===== src/rtl/mem_arbiter.sv =====
// Arbiter sharing one synchronous single-port memory between instruction fetch
// and the execute-stage data port; data wins ties unless fetch has starved.
module mem_arbiter #(
    parameter int ADDR       = 16,
    parameter int WORD       = 32,
    parameter int STARVE_MAX = 4
) (
    input  logic            clk,
    input  logic            rst,

    input  logic            if_req_i,
    input  logic [ADDR-1:0] if_addr_i,
    output logic            if_gnt_o,
    output logic            if_rvalid_o,
    output logic [WORD-1:0] if_rdata_o,

    input  logic            d_req_i,
    input  logic            d_we_i,
    input  logic [ADDR-1:0] d_addr_i,
    input  logic [WORD-1:0] d_wdata_i,
    output logic            d_gnt_o,
    output logic            d_rvalid_o,
    output logic [WORD-1:0] d_rdata_o,

    output logic [ADDR-1:0] mem_a_o,
    output logic            mem_w_o,
    output logic [WORD-1:0] mem_d_o,
    input  logic [WORD-1:0] mem_q_i
);

    localparam logic [3:0] STARVE_LIM = 4'(STARVE_MAX);

    typedef enum logic [1:0] {
        GNT_NONE  = 2'd0,
        GNT_FETCH = 2'd1,
        GNT_DATA  = 2'd2
    } gnt_e;

    gnt_e       gnt;
    logic       fetch_forced;
    logic [3:0] starve_cnt_q, starve_cnt_d;
    logic [1:0] rd_tag_q, rd_tag_d;

    // ------------------------------------------------------------------
    // Grant decision
    // ------------------------------------------------------------------
    assign fetch_forced = (starve_cnt_q == STARVE_LIM);

    // NOTE: every combinational output gets a default first so no path leaves it unassigned (no latch).
    always_comb begin
        gnt = GNT_NONE;
        if (!rst) begin
            if (if_req_i && (!d_req_i || fetch_forced)) begin
                gnt = GNT_FETCH;
            end else if (d_req_i) begin
                gnt = GNT_DATA;
            end
        end
    end

    assign if_gnt_o = (gnt == GNT_FETCH);
    assign d_gnt_o  = (gnt == GNT_DATA);

    // ------------------------------------------------------------------
    // Memory drive: idle cycles park the bus at zero
    // ------------------------------------------------------------------
    always_comb begin
        mem_a_o = '0;
        mem_w_o = 1'b0;
        mem_d_o = '0;
        case (gnt)
            GNT_FETCH: begin
                mem_a_o = if_addr_i;
            end
            GNT_DATA: begin
                mem_a_o = d_addr_i;
                mem_w_o = d_we_i;
                mem_d_o = d_wdata_i;
            end
            default: ;
        endcase
    end

    // ------------------------------------------------------------------
    // Next-state: read tags and starvation counter
    // ------------------------------------------------------------------
    always_comb begin
        rd_tag_d     = {if_gnt_o, d_gnt_o & ~d_we_i};
        starve_cnt_d = 4'd0;
        if (if_req_i && !if_gnt_o) begin
            starve_cnt_d = (starve_cnt_q == STARVE_LIM) ? STARVE_LIM : starve_cnt_q + 4'd1;
        end
    end

    // NOTE: state registers use non-blocking assignments so all flops update together at the edge.
    always_ff @(posedge clk) begin
        if (rst) begin
            rd_tag_q     <= 2'b00;
            starve_cnt_q <= 4'd0;
        end else begin
            rd_tag_q     <= rd_tag_d;
            starve_cnt_q <= starve_cnt_d;
        end
    end

    // ------------------------------------------------------------------
    // Read return routing, one cycle after the grant
    // ------------------------------------------------------------------
    assign if_rvalid_o = rd_tag_q[1];
    assign d_rvalid_o  = rd_tag_q[0];
    assign if_rdata_o  = if_rvalid_o ? mem_q_i : '0;
    assign d_rdata_o   = d_rvalid_o  ? mem_q_i : '0;

endmodule


===== config.mk =====
export PLATFORM = sky130hd
export DESIGN_NAME = mem_arbiter
export DESIGN_NICKNAME = d
export VERILOG_FILES = /design/src/rtl/mem_arbiter.sv
export SDC_FILE = /design/constraint.sdc
export NUM_CORES = 1
export LEC_CHECK = 0
export CAP_MARGIN = 0
export CELL_PAD_IN_SITES_DETAIL_PLACEMENT = 0
export CELL_PAD_IN_SITES_GLOBAL_PLACEMENT = 1
export CORE_UTILIZATION = 12
export CTS_BUF_LIST = sky130_fd_sc_hd__clkbuf_4
export DETAILED_ROUTE_END_ITERATION = 10
export PLACE_DENSITY = 0.9
export SLEW_MARGIN = 20
export SYNTH_ARGS = -nofsm -noshare
export SYNTH_HDL_FRONTEND = slang
export SYNTH_SLANG_ARGS = --single-unit

===== constraint.sdc =====
create_clock -name clk -period 6.1 [get_ports clk]
set_input_delay 0.915 -clock clk [delete_from_list [all_inputs] [get_ports clk]]
set_output_delay 0.915 -clock clk [all_outputs]
set_load 0.02 [all_outputs]

---- Word-level counts from Yosys, hierarchy flattened ----
Index checks and enable logic that the tools add are counted.
operators by class
  equality and inequality tests ........... 3
  reductions and logical operators ........ 7
  add/subtract/negate cells ............... 1
  multiplexer cells ....................... 9
  bitwise gates (word level) .............. 3
operator list
  cell                                                 count
  2-to-1 mux 32 bit                                    3
  case mux 16 bit (2 select lines)                     1
  2-to-1 mux 2 bit                                     3
  adder 4 x 1 -> 4 bit, second input constant          1
  equality test 4 x 3 -> 1 bit, second input constant  1
  2-to-1 mux 3 bit                                     1
  OR reduction 3 bit                                   1
  equality test 2 x 1 -> 1 bit, second input constant  1
  equality test 2 bit, second input constant           1
  logical AND 1 bit                                    2
  logical NOT 1 bit                                    2
  NOT 1 bit                                            2
  OR reduction 2 bit                                   1
  bitwise AND 1 bit                                    1
  logical OR 1 bit                                     1
  2-to-1 mux 1 bit                                     1
storage, ports and cells
  output and inout bits ................... 117
  flip-flop bits (word level) ............. 6
  input port bits ......................... 101
  word-level logic and storage cells ...... 26

---- Depth between registers and ports, before layout ----
  depth in word-level cells ............... 10
  gate-level depth with buffers ........... 10
  mapped depth without buffers ............ 9

---- Worst setup path before layout ----
Ideal clock, no wire load.
  path type ............................... input -> output
  start ................................... input port if_req_i
  end ..................................... output port mem_a_o[0]
  required time ........................... 5.185 ns
  data arrival time ....................... 2.131 ns
  setup slack ............................. 3.054 ns
  cell stages on the path ................. 8
  path buffers ............................ 2
  cell sequence ........................... nand4b_1 nand3b_1 inv_1 ha_1 clkbuf_2 buf_6 a22oi_1 nor2_1
on the way
  word-level cells in the longest chain between the ends .. 5
  elaborated cells on any way between the ends .. 6
  classes of those cells .................. eq/ne (2); mux (3); reduce/logical (1)
RTL lines
  item                              RTL line  source
  start, declared                   11        input logic if_req_i,
  logical AND 1 bit                 53        if (if_req_i && (!d_req_i || fetch_forced)) begin
  2-to-1 mux 2 bit                  53
  2-to-1 mux 2 bit                  52        if (!rst) begin
  equality test 2 bit               -
  named net d_gnt_o                 21        output logic d_gnt_o,
  case mux 16 bit (2 select lines)  71        case (gnt)
  end, declared                     25        output logic [ADDR-1:0] mem_a_o,
The timed path passes the listed nets, and every way through them passes these cells.

---- Final worst setup path ----
  start ................................... input port rst
  end ..................................... output port mem_a_o[1]
on the way
  word-level cells in the longest chain between the ends .. 3
  elaborated cells on any way between the ends .. 4
  classes of those cells .................. eq/ne (2); mux (2)
RTL lines
  item                                                                        RTL line  source
  start, declared                                                             9         input logic rst,
  2-to-1 mux 2 bit (*)                                                        52
  equality test 2 bit / equality test 2 x 1 -> 1 bit (equally long branches)  71
  case mux 16 bit (2 select lines) (*)                                        71
Mark *: on every way between the ends. The rest lies on a longest branch, timed or not.

==> flow_metrics.env <==
export IMPL_cp_max_fo=19
export IMPL_min_delay_start="starve_cnt_q[0]$_SDFF_PP0_"
export IMPL_antenna_found_initial=0
export IMPL_synthArstFlopShare=0
export IMPL_cell_internal_pwr_uw=163.6
export IMPL_wl_per_cell_um=11.90
export IMPL_syn_inst=176
export IMPL_grt_pass1_vias=1876
export IMPL_drt_vias_per_instance=3.858
export IMPL_setup_ws_ps=1851
export IMPL_htreeDepth=1
export IMPL_required_ps=5180
export IMPL_ys_ff_latch=6
export IMPL_rsz0062_at_grt="no"
export IMPL_ios=218
export IMPL_busiest_layer="met2"
export IMPL_critPathKind="in2out"
export IMPL_seq_area_frac_synth=0.1006
export IMPL_core_mm2=0.009684
export IMPL_maxCapViolCount=0
export IMPL_tightest_slew_ps=844.3
export IMPL_fin_crit_sh=0.6966
export IMPL_layout_min_cycle_time_ps=4249
export IMPL_flow_area_growth_from_synthesis_pct=191.3
export IMPL_clk_latency_ps=240
export IMPL_crit_path_end_kind="output port"
export IMPL_synth_nets=282
export IMPL_drc=0
export IMPL_grtUsageMet2=0.2079
export IMPL_pwr_share_clk=0.143
export IMPL_synth_area_per_cell_um2=6.782
export IMPL_cts_tree="done"
export IMPL_dr_pass1_iters=4
export IMPL_hold_viol_final=0
export IMPL_switching_power_uw=75.44
export IMPL_drive_above_1_share=0.01575
export IMPL_switching_share=0.3156
export IMPL_synth_edf_count=0
export IMPL_dp_slack_ps=1831
export IMPL_ctsResizeCount=0
export IMPL_portBuffers=217
export IMPL_std_cell_rows=36
export IMPL_slew_violations=0
export IMPL_met1_usage=0.1047
export IMPL_holdBufCountCts=0
export IMPL_syn_area_mm2=0.001194
export IMPL_ys_types=24
export IMPL_start_util=0.1233
export IMPL_leakagePower_uw=0.001282
export IMPL_maxSlewHeadroom=0.4364
export IMPL_dp_hpwl_um=5280
export IMPL_die_height_um=101.7
export IMPL_die_w_um=101.7
export IMPL_grt_overflow_total=0
export IMPL_place_congestion=0.7597
export IMPL_clkTransAtPathRegs_ps=40
export IMPL_yosysWarnings=0
export IMPL_setup_tns_final_ps=0
export IMPL_antenna_cells=0
export IMPL_grt_max_degree=35
export IMPL_die_area_mm2=0.01035
export IMPL_ant_nets=0
export IMPL_layout_nets=489
export IMPL_status="finished clean"
export IMPL_met3_usage=0.04141
export IMPL_vias=1983
export IMPL_post_cts_buffers=0
export IMPL_grt_total_usage=0.1060
export IMPL_ys_flop_type="dfxtp_1"
export IMPL_drtIter0Drc=38
export IMPL_r2r_start="starve_cnt_q[0]$_SDFF_PP0_"
export IMPL_power_density_mw_per_mm2=68.74
export IMPL_cts_root_buf="clkbuf_4"
export IMPL_numCtsBuffers=3
export IMPL_arrival_ps=3330
export IMPL_setup_worst_path_start="rst"
export IMPL_startpoint_type="input pin"
export IMPL_setup_viol_count_final=0
export IMPL_p_seq_frac=0.181
export IMPL_wl_um=6119
export IMPL_clkSinkCount=6
export IMPL_pwr_share_comb=0.676
export IMPL_fmax_ghz=0.2353
export IMPL_grt_pass1_wl_um=8707
export IMPL_ir_worst_vdd_mv=0.05060
export IMPL_clockBufferDepth=2
export IMPL_finClkSkew_ps=1.330
export IMPL_hp_class="reg2reg"
[placed cells by master (no fill, tap or decap), types with 2 or more instances in the layout]
cell type and count:
a22oi_1 16, and2_1 97, clkbuf_4 3, clkdlybuf4s50_1 217, dfxtp_1 6, ha_1 5, inv_1 3, nand2_1 2
nand3b_1 3, nor2_1 18
[critical path, cell delays in order]
cell             delay, ps
clkdlybuf4s50_1        520
and3b_1                270
ha_1                   660
a22oi_1                200
nor2_1                 130
clkdlybuf4s50_1        620
[Yosys cell counts, types with 2 or more instances]
cell type,number,area (um^2)
ha_1,5,62.56
nor2_1,18,67.56
nand3b_1,3,22.52
dfxtp_1,6,120.1
nand2_1,2,7.510
inv_1,3,11.26
clkbuf_1,10,37.54
a22oi_1,16,120.1
buf_6,2,22.52
and2_1,97,606.8
[logic make-up (layout without fill, tap and decap cells)]
logic type,count (synthesis),in the layout,share of synthesized area
simple gates,128,128,0.6468
compound gates,18,18,0.1185
buf+inv,18,223,0.07442
flops,6,6,0.1006
fa+ha+maj,5,5,0.05241
xor+xnor,1,1,0.007339
[metrics by stage]
step                cells  area (um^2)  hold slack (ps)  power, uW  utilization
floorplan             176         1194            429.9      98.66            -
global placement      511         3455            447.5      204.6       0.3567
detailed placement    511         3455            451.3      206.7       0.3567
CTS                   514         3477            461.9      242.4       0.3590
global route          514         3477            520.4      255.7       0.3590
finish                514         3477            464.6      239.0       0.3590
[power groups by stage]
stage | clock network [uW] | logic [uW] | registers [uW]
floorplan | 0 | 56.4 | 42.2
detailed placement | 0 | 163 | 44.2
CTS | 35.6 | 163 | 43.5
finish | 34.2 | 162 | 43.3
global route | 38.6 | 173 | 44.0
global placement | 0 | 161 | 43.9
[flip-flops by register name, summed over array words and instances, names as in the netlist]
name and count:
starve_cnt_q 4, rd_tag_q 2
[layer usage]
metal | vias to the layer above | wire, um
met2 | 151 | 3120
met1 | 847 | 2046
li1 | 981 | -
met4 | 0 | 41
met3 | 4 | 911
met5 | - | 0
[path summary, 6_finish.rpt]
| check | end | slack (ps) | cells past startpoint |
|---|---|---|---|
| setup / recovery | mem_a_o[1] | 1850 | 6 |
| hold / removal | starve_cnt_q[0]$_SDFF_PP0_ | 460 | 1 |
| setup reg to reg | starve_cnt_q[2]$_SDFF_PP0_ | 3990 | 9 |
| hold reg to reg | starve_cnt_q[0]$_SDFF_PP0_ | 460 | 1 |
[final cells by class]
cell class | instances | area [um^2]
Clock buffer | 3 | 22.52
Fill cell | 997 | 6207
Inverter | 3 | 11.26
Multi-Input combinational cell | 152 | 984.7
Sequential cell | 6 | 120.1
Tap cell | 133 | 166.4
Timing Repair Buffer | 217 | 2172
(Power assumes the default switching activity.)
